`src/rtl/div_sequencer.sv`:
```
// Multi-cycle RV32M divide/remainder sequencer (DIV, DIVU, REM, REMU).
// Radix-2 restoring divider, one quotient bit per clock. Divide-by-zero
// and signed overflow finish in a single cycle with the RISC-V defined results.
module div_sequencer #(
  parameter int XLEN = 32,
  parameter int CNTW = 6
) (
  input  logic            CLK,
  input  logic            RESET,
  input  logic            START,
  input  logic [1:0]      OP,
  input  logic [XLEN-1:0] DATA1,
  input  logic [XLEN-1:0] DATA2,
  input  logic            FLUSH,
  output logic            READY,
  output logic            BUSY,
  output logic            DONE,
  output logic [XLEN-1:0] RESULT
);

  typedef enum logic [1:0] {
    S_IDLE = 2'd0,
    S_CALC = 2'd1,
    S_FIN  = 2'd2
  } state_t;

  localparam logic [XLEN-1:0] ALL_ONES = '1;
  localparam logic [XLEN-1:0] ZERO     = '0;
  localparam logic [XLEN-1:0] ONE      = {{(XLEN-1){1'b0}}, 1'b1};
  localparam logic [XLEN-1:0] MIN_NEG  = {1'b1, {(XLEN-1){1'b0}}};
  localparam logic [CNTW-1:0] CNT_LAST = CNTW'(XLEN - 1);
  localparam logic [CNTW-1:0] CNT_ONE  = CNTW'(1);

  // Two's complement negation, modulo 2^XLEN.
  function automatic logic [XLEN-1:0] neg2c(input logic [XLEN-1:0] v);
    return ~v + ONE;
  endfunction

  // Magnitude of a signed operand; the most negative value maps to itself
  // and is then treated as an unsigned magnitude.
  function automatic logic [XLEN-1:0] mag(input logic signed [XLEN-1:0] v);
    logic [XLEN-1:0] u;
    u = v;
    return v[XLEN-1] ? neg2c(u) : u;
  endfunction

  // Apply the recorded result sign.
  function automatic logic [XLEN-1:0] fix_sign(input logic [XLEN-1:0] v, input logic neg);
    return neg ? neg2c(v) : v;
  endfunction

  state_t          state_q, state_d;
  logic            op_rem_q, op_rem_d;
  logic            qneg_q, qneg_d;
  logic            rneg_q, rneg_d;
  logic [XLEN-1:0] dvsr_q, dvsr_d;
  logic [XLEN-1:0] rem_q, rem_d;
  logic [XLEN-1:0] quo_q, quo_d;
  logic [CNTW-1:0] cnt_q, cnt_d;
  logic [XLEN-1:0] result_q, result_d;

  logic            in_signed;
  logic [XLEN-1:0] data1_mag, data2_mag;
  logic [XLEN:0]   trial;
  logic            trial_ok;
  logic [XLEN-1:0] rem_step, quo_step;

  assign in_signed = ~OP[0];
  assign data1_mag = in_signed ? mag(DATA1) : DATA1;
  assign data2_mag = in_signed ? mag(DATA2) : DATA2;

  // One restoring step: shift the next dividend bit into the partial
  // remainder and try to subtract the divisor. The subtract is one bit wider
  // so its borrow tells whether the divisor fits.
  assign trial    = {rem_q, quo_q[XLEN-1]} - {1'b0, dvsr_q};
  assign trial_ok = ~trial[XLEN];
  assign rem_step = trial_ok ? trial[XLEN-1:0] : {rem_q[XLEN-2:0], quo_q[XLEN-1]};
  assign quo_step = {quo_q[XLEN-2:0], trial_ok};

  // Next-state and datapath selection for the IDLE/CALC/FIN sequence.
  always_comb begin
    state_d  = state_q;
    op_rem_d = op_rem_q;
    qneg_d   = qneg_q;
    rneg_d   = rneg_q;
    dvsr_d   = dvsr_q;
    rem_d    = rem_q;
    quo_d    = quo_q;
    cnt_d    = cnt_q;
    result_d = result_q;
    unique case (state_q)
      S_IDLE: begin
        // FLUSH blocks acceptance even while idle.
        if (START && !FLUSH) begin
          op_rem_d = OP[1];
          qneg_d   = in_signed & (DATA1[XLEN-1] ^ DATA2[XLEN-1]);
          rneg_d   = in_signed & DATA1[XLEN-1];
          if (DATA2 == ZERO) begin
            result_d = OP[1] ? DATA1 : ALL_ONES;
            state_d  = S_FIN;
          end else if (in_signed && DATA1 == MIN_NEG && DATA2 == ALL_ONES) begin
            result_d = OP[1] ? ZERO : DATA1;
            state_d  = S_FIN;
          end else begin
            dvsr_d  = data2_mag;
            rem_d   = ZERO;
            quo_d   = data1_mag;
            cnt_d   = CNT_LAST;
            state_d = S_CALC;
          end
        end
      end
      S_CALC: begin
        if (FLUSH) begin
          state_d = S_IDLE;
        end else begin
          rem_d = rem_step;
          quo_d = quo_step;
          cnt_d = cnt_q - CNT_ONE;
          // Final iteration: publish the sign-corrected result directly.
          if (cnt_q == '0) begin
            result_d = op_rem_q ? fix_sign(rem_step, rneg_q) : fix_sign(quo_step, qneg_q);
            cnt_d    = '0;
            state_d  = S_FIN;
          end
        end
      end
      S_FIN: begin
        state_d = S_IDLE;
      end
      default: begin
        state_d = S_IDLE;
      end
    endcase
  end

  // State and datapath registers; async reset clears everything.
  always_ff @(posedge CLK or posedge RESET) begin
    if (RESET) begin
      state_q  <= S_IDLE;
      op_rem_q <= 1'b0;
      qneg_q   <= 1'b0;
      rneg_q   <= 1'b0;
      dvsr_q   <= '0;
      rem_q    <= '0;
      quo_q    <= '0;
      cnt_q    <= '0;
      result_q <= '0;
    end else begin
      state_q  <= state_d;
      op_rem_q <= op_rem_d;
      qneg_q   <= qneg_d;
      rneg_q   <= rneg_d;
      dvsr_q   <= dvsr_d;
      rem_q    <= rem_d;
      quo_q    <= quo_d;
      cnt_q    <= cnt_d;
      result_q <= result_d;
    end
  end

  assign READY  = (state_q == S_IDLE);
  assign BUSY   = (state_q == S_CALC);
  assign DONE   = (state_q == S_FIN);
  assign RESULT = result_q;

endmodule
```
`config.mk`:
```
export PLATFORM = sky130hd
export DESIGN_NAME = div_sequencer
export DESIGN_NICKNAME = d
export VERILOG_FILES = /design/src/rtl/div_sequencer.sv
export SDC_FILE = /design/constraint.sdc
export NUM_CORES = 1
export LEC_CHECK = 0
export CORE_MARGIN = 2
export CORE_UTILIZATION = 25
export CTS_BUF_LIST = sky130_fd_sc_hd__clkbuf_4
export DETAILED_ROUTE_END_ITERATION = 10
export SLEW_MARGIN = 0
export SYNTH_ARGS = -nofsm -noshare
export SYNTH_HDL_FRONTEND = slang
export SYNTH_SLANG_ARGS = --single-unit
```
`constraint.sdc`:
```
create_clock -name CLK -period 13.2 [get_ports CLK]
set_input_delay 2.64 -clock CLK [delete_from_list [all_inputs] [get_ports CLK]]
set_output_delay 2.64 -clock CLK [all_outputs]
set_load 0.005 [all_outputs]
```
==> metrics.yaml, run 1 <==
pwr:
  seq_power_share: 0.382
  pwr-share-comb: 0.384
  p_clk_frac: 0.234
  ir_drop_mv: 0.0462
  cellPowerDensity_nw_per_um2: 99.2
  swShare: 0.424
  p_sw_w: 0.000594
  leakage_nw: 5.56
  p_int_w: 0.000806
grt:
  grt_overflow: 0
  grt_use_total: 0.160
  grt_first_pass_wirelength_mm: 63.9
  antenna_found_initial: 2
  grt_pass1_vias: 11700
  grt_max_degree: 97
floorplan:
  core-area_um2: 48600
  ios: 105
  die_area_um2: 50800
  row_count: 81
  die_x_um: 225
  initial_core_util: 0.252
  die_y_um: 225
place:
  dpl_cell_area_um2: 13800
  place_congestion: 0.889
  hpwl_mm: 31.4
  portBuffers: 104
routing:
  drc_errors: 0
  drtPass1Iterations: 5
  antenna_left: 0
  via_per_inst: 5.34
  via_count: 12100
  drt-wirelength-per-cell_um: 18.0
  drt_iter0_drc: 944
  routed_wl_mm: 41.0
yosys:
  ys_seq_area_frac: 0.284
  syn_inst: 1602
  synth_edf_count: 0
  synth_seq_cells: 139
  synth_top_family_by_area: "compound AO/OA/AOI/OAI gates"
  async_flop_share: 1.00
  synth-compound-area-share: 0.277
  synth_warnings: 0
  synth_area_um2: 12200
  synthMuxAreaShare: 0.0301
  avgSynthCellArea_um2: 7.64
  synth_fa_ha_area_frac: 0.0423
  synth-xor-area-share: 0.0930
  synth_nets: 1712
  synth_simple_gate_area_frac: 0.220
  synth_cell_type_count: 96
  yosys_most_used_dff: "dfrtp_1"
outcome:
  status: "complete, no violations"
worst_setup_path:
  crit_fanout: 31
  reg2reg_slack_ps: 6880
  cpPeakStageDelay_ps: 870
  crit_family: "simple AND/OR/NAND/NOR gates"
  cp-end-kind: "flop"
  cp_common_cell: "nor2_1"
  path_class: "in -> reg"
  crit_chain: "clkdlybuf4s50_1 -> inv_1 -> ha_1 -> or3b_2 -> nor4_1 -> nand4_1 -> or4_1 -> nand2_1 -> a21oi_1 -> nor2_1 -> a211o_1 -> nor2_1 -> mux2_1 -> nor3_1"
  critPathRequiredTime_ps: 13740
  worstPathArrival_ps: 7150
  path_buf_inv: 2
  crit_slowest_cell: "nand2_1"
  critPathLaunchType: "primary input"
clock_tree:
  cts_root_buf: "clkbuf_4"
  cts_resized: 0
  clk_latency_ps: 630
  clk_pin_slew_ps: 170
  hold_buffers: 0
  h-tree-depth: 4
  cts_made_buffers: 17
  cts_tree: "yes"
  clk_path_buf_depth: 2
  post-cts-setup-buffer-count: 0
  numClockSinks: 139
sta:
  fmax_mhz: 151
  final-setup-viol-count: 0
  slew_viol_final: 0
  finalCritPeriodShare: 0.501
  relSlewSlack: 0.173
  finalHoldViolations: 0
  finalSetupTns_ps: 0
  post-route-min-period_ps: 6610
  rsz0062_at_grt: "false"
  tightest_slew_ps: 1240
  fin_skew_ps: 33.7
  holdWs_ps: 515
layout:
  fin_nets: 1750
  drive_gt1_frac: 0.0581
  area_growth_pct: 15.2
  fin_util: 0.290
  design_area_um2: 14100
job:
  maxCapViolations: 0
worst_hold_path:
  hold_class: "reg -> reg"
-- worst paths after layout --
kind | from | end | depth (start not counted)
max | DATA2[0] | RESULT[26]$_DFFE_PP0P_ | 14
min | RESULT[2]$_DFFE_PP0P_ | RESULT[2]$_DFFE_PP0P_ | 2
max reg2reg | quo_q[31]$_DFFE_PP0P_ | RESULT[26]$_DFFE_PP0P_ | 22
min reg2reg | RESULT[2]$_DFFE_PP0P_ | RESULT[2]$_DFFE_PP0P_ | 2
max in group asynchronous | RESET | quo_q[4]$_DFFE_PP0P_ | 3
min in group asynchronous | RESET | dvsr_q[3]$_DFFE_PP0P_ | 2
-- routing by layer --
layer	wire, um	global-route usage
met1	16600	0.184
met5	12	0
met3	1510	0.0207
met2	20800	0.287
met4	2050	0.0872
-- cells in the final DEF, fill, tap and decap left out, types with 8 or more instances in the layout --
cell type	count
a21o_1	11
and3_1	9
o21ai_0	176
nor2_1	144
a21oi_1	155
nand2_1	184
o211ai_1	11
nor4_1	14
or4_1	10
clkbuf_4	17
clkdlybuf4s50_1	104
inv_1	57
buf_4	15
dfrtp_1	139
a31oi_1	12
xor2_1	70
ha_1	39
a211oi_1	16
o21a_1	12
xnor2_1	60
nand2b_1	21
o41ai_1	12
or3_1	26
nand3_1	18
nor3_1	53
nand4_1	20
o21ai_1	8
o31ai_1	41
mux2i_1	31
-- power by group through the flow --
| stage | clock network, W | registers, W | logic [W] |
|---|---|---|---|
| 2_1_floorplan | 0 | 0.000518 | 0.000386 |
| 3_3_place_gp | 0 | 0.000540 | 0.000528 |
| 3_5_place_dp | 0 | 0.000541 | 0.000535 |
| 4_1_cts | 0.000336 | 0.000533 | 0.000538 |
| 5_1_grt | 0.000351 | 0.000541 | 0.000598 |
| 6_report | 0.000328 | 0.000534 | 0.000538 |
-- worst min-delay path: stages, from the launching register on --
cell and delay, ps:
dfrtp_1 380, nand2_1 50, o21ai_0 60
-- flip-flops by register name, summed over array words and instances (netlist names) --
signal	count
dvsr_q	32
state_q	2
cnt_q	6
op_rem_q	1
RESULT	32
quo_q	32
rneg_q	1
rem_q	32
qneg_q	1
-- cell type report --
cell class	count	area, um2
antenna	1	2.50
clock inverter	15	199
fill	5259	34500
multi-input combinational	1301	8130
clock buffer	17	128
inverter	62	238
sequential	139	3480
timing repair buffer	119	1150
tap	622	778
-- metrics by stage --
step / power [W] / worst slack [ps] / instances
3_3_place_gp: 0.00107 / 6120 / 2243
3_5_place_dp: 0.00108 / 5970 / 2243
6_report: 0.00140 / 6590 / 2276
2_1_floorplan: 0.000904 / 6840 / 1602
5_1_grt: 0.00149 / 6230 / 2276
4_1_cts: 0.00141 / 6670 / 2275
-- Yosys cell counts, types with 7 or more instances --
| cell type | n | share of area |
|---|---|---|
| nand2_1 | 184 | 0.056 |
| o21ai_0 | 176 | 0.072 |
| a21oi_1 | 155 | 0.063 |
| nor2_1 | 145 | 0.044 |
| dfrtp_1 | 139 | 0.28 |
| clkbuf_1 | 75 | 0.023 |
| xor2_1 | 70 | 0.050 |
| xnor2_1 | 60 | 0.043 |
| inv_1 | 59 | 0.018 |
| nor3_1 | 53 | 0.022 |
| o31ai_1 | 41 | 0.025 |
| ha_1 | 39 | 0.040 |
| mux2i_1 | 31 | 0.025 |
| or3_1 | 26 | 0.013 |
| nand2b_1 | 21 | 0.011 |
| nand4_1 | 20 | 0.010 |
| buf_2 | 19 | 0.0078 |
| nand3_1 | 18 | 0.0074 |
| a211oi_1 | 16 | 0.0098 |
| nor4_1 | 14 | 0.0072 |
| a31oi_1 | 12 | 0.0061 |
| o21a_1 | 12 | 0.0074 |
| o41ai_1 | 12 | 0.0086 |
| a21o_1 | 11 | 0.0067 |
| o211ai_1 | 11 | 0.0067 |
| or4_1 | 10 | 0.0061 |
| and3_1 | 9 | 0.0046 |
| o21ai_1 | 8 | 0.0033 |
| and2_1 | 7 | 0.0036 |
| nor2b_1 | 7 | 0.0036 |
-- kinds of logic after synthesis --
logic type	Yosys count
and+or+nand+nor	558
AOI/OAI and AO/OA	536
buffers and inverters	162
DFF	139
xor gates and xnor gates	130
adders and majority gates	41
muxes	36
Note: power is estimated with default switching activity, not from simulation.
==> run 2, diff against run 1 <==
==> constraint.sdc (replaced) <==
create_clock -name CLK -period 5.39 [get_ports CLK]
set_input_delay 1.078 -clock CLK [delete_from_list [all_inputs] [get_ports CLK]]
set_output_delay 1.078 -clock CLK [all_outputs]
set_load 0.005 [all_outputs]
==> run 2 against run 1 <==
Worst hold slack worse by 16 ps. Via count up 0.78%. Setup slack worse by 6200 ps. Cell count up 0.75%. Critical endpoint is now RESULT[28]$_DFFE_PP0P_.
==> metrics.yaml, run 2 (same netlist as run 1, synthesis figures left out) <==
floorplan:
  die_area_um2: 50800
  die_y_um: 225
  row_count: 81
  ios: 105
  core-area_um2: 48600
  die_x_um: 225
  initial_core_util: 0.252
pwr:
  cellPowerDensity_nw_per_um2: 238
  ir_drop_mv: 0.0993
  leakage_nw: 5.62
layout:
  fillCellCount: 5299
  drive_gt1_frac: 0.0683
  fin_nets: 1768
  design_area_um2: 14200
  area_growth_pct: 16.1
  fin_cells: 2293
  final_cell_mix: "184 x nand2_1, 176 x o21ai_0, 155 x a21oi_1"
  final_common_cell: "nand2_1"
sta:
  fin_ws_ps: 403
  fmax_mhz: 201
  slew_viol_final: 0
  finalHoldViolations: 0
  finalSetupTns_ps: 0
  tightest_slew_ps: 1250
  post-route-min-period_ps: 4990
  final-setup-viol-count: 0
  rsz0062_at_grt: "false"
  relSlewSlack: 0.163
  fin_skew_ps: 34.5
  finalCritPeriodShare: 0.925
worst_setup_path:
  timing.rr.start: "quo_q[31]$_DFFE_PP0P_"
  worstPathArrival_ps: 5520
  setup.worst_path.start: "quo_q[31]$_DFFE_PP0P_"
  critPathRequiredTime_ps: 5920
  path_class: "reg -> reg"
  reg2reg_slack_ps: 400
  reg2reg_to: "RESULT[28]$_DFFE_PP0P_"
  crit_end: "RESULT[28]$_DFFE_PP0P_"
  crit_fanout: 9
  cp-end-kind: "flop"
  reg2regPathDepth: 21
  critPathLaunchType: "flop"
routing:
  antenna_left: 0
  routed_wl_mm: 41.7
  via_per_inst: 5.34
  drc_errors: 0
  drt-wirelength-per-cell_um: 18.2
  via_count: 12200
  drt_iter0_drc: 767
  drtPass1Iterations: 5
grt:
  grt_first_pass_wirelength_mm: 65.4
  grt_max_degree: 87
  antenna_found_initial: 2
  grt_pass1_vias: 11900
  grt_use_total: 0.165
  grt_overflow: 0
place:
  portBuffers: 104
  hpwl_mm: 32.2
  dpl.cell_count: 2261
  place_congestion: 0.871
  dp_slack_ps: 69.7
  dpl_cell_area_um2: 13900
clock_tree:
  cts_tree: "yes"
  numClockSinks: 139
  clk_latency_ps: 660
  clk_path_buf_depth: 2
  hold_buffers: 0
  cts_root_buf: "clkbuf_4"
  clk_pin_slew_ps: 150
  h-tree-depth: 4
  cts_made_buffers: 17
job:
  maxCapViolations: 0
worst_hold_path:
  hold_class: "reg -> reg"
outcome:
  status: "complete, no violations"
==> run 2: area by class of cell <==
class                      count  area [um2]  area share
sequential                   139        3480       0.245
multi-input combinational   1301        8130       0.572
inverter                      62         238      0.0167
tap                          622         778      0.0547
timing repair buffer         137        1300      0.0915
antenna                        1        2.50    0.000176
clock inverter                12         144      0.0101
clock buffer                  19         143      0.0100
==> run 2: routing by layer <==
layer / GRT usage / share of wire / vias up
li1: - / - / 5887
met1: 0.195 / 0.42 / 5943
met2: 0.294 / 0.51 / 321
met3: 0.0192 / 0.032 / 88
met4: 0.0825 / 0.044 / 2
met5: 0 / 0.00034 / -
==> run 2: timing repair <==
item                                    CTS  global route
endpoints found under the setup margin    0             5
buffers inserted                          0             0
gates resized for setup                   0             2
==> run 2: critical path, stage by stage (launching register included) <==
cell      delay, ps
dfrtp_1         420
inv_1            80
ha_1            160
inv_1            50
fa_1            420
a211o_1         290
and3_1          180
o21ai_2         220
a21oi_1         160
nor3_2          270
nor2_4           60
inv_2           150
mux2i_1         330
ha_1            230
inv_1            90
nor4b_1         360
buf_4           190
a41oi_2         210
or3b_1          460
or3_1           350
nand3_1         110
a221oi_2         60
==> run 2: through the flow <==
stage | hold slack (ps) | util | total power, W
2_1_floorplan | 460 | - | 0.00221
3_3_place_gp | 469 | 0.286 | 0.00263
3_5_place_dp | 471 | 0.286 | 0.00265
4_1_cts | 501 | 0.292 | 0.00340
5_1_grt | 531 | 0.292 | 0.00359
6_report | 498 | 0.292 | 0.00338
==> run 2: where the power goes <==
part	leakage, nW	internal (W)	switching [W]	total, W
logic	3.73	0.000516	0.000821	0.00134
clock network	0.139	0.000288	0.000453	0.000740
registers	1.75	0.00116	0.000141	0.00131
total	5.62	0.00197	0.00141	0.00338
==> run 2: worst min-delay path by stage <==
stage,start,endpoint,cells after the start
after floorplan,state_q[1]$_DFFE_PP0P_,state_q[0]$_DFFE_PP0P_,1
after global placement,RESULT[5]$_DFFE_PP0P_,RESULT[5]$_DFFE_PP0P_,2
after detailed placement,RESULT[6]$_DFFE_PP0P_,RESULT[6]$_DFFE_PP0P_,2
after CTS,RESULT[16]$_DFFE_PP0P_,RESULT[16]$_DFFE_PP0P_,2
after global routing,RESULT[6]$_DFFE_PP0P_,RESULT[6]$_DFFE_PP0P_,2
final,RESULT[6]$_DFFE_PP0P_,RESULT[6]$_DFFE_PP0P_,2
==> run 3, diff against run 2 <==
--- a/config.mk
+++ b/config.mk
@@ -9,6 +9,7 @@
 export CORE_UTILIZATION = 25
 export CTS_BUF_LIST = sky130_fd_sc_hd__clkbuf_4
 export DETAILED_ROUTE_END_ITERATION = 10
+export GPL_TIMING_DRIVEN = 1
 export SLEW_MARGIN = 0
 export SYNTH_ARGS = -nofsm -noshare
 export SYNTH_HDL_FRONTEND = slang
==> results of run 3 <==
Final layout, timing and power as in run 2 (identical DEF).
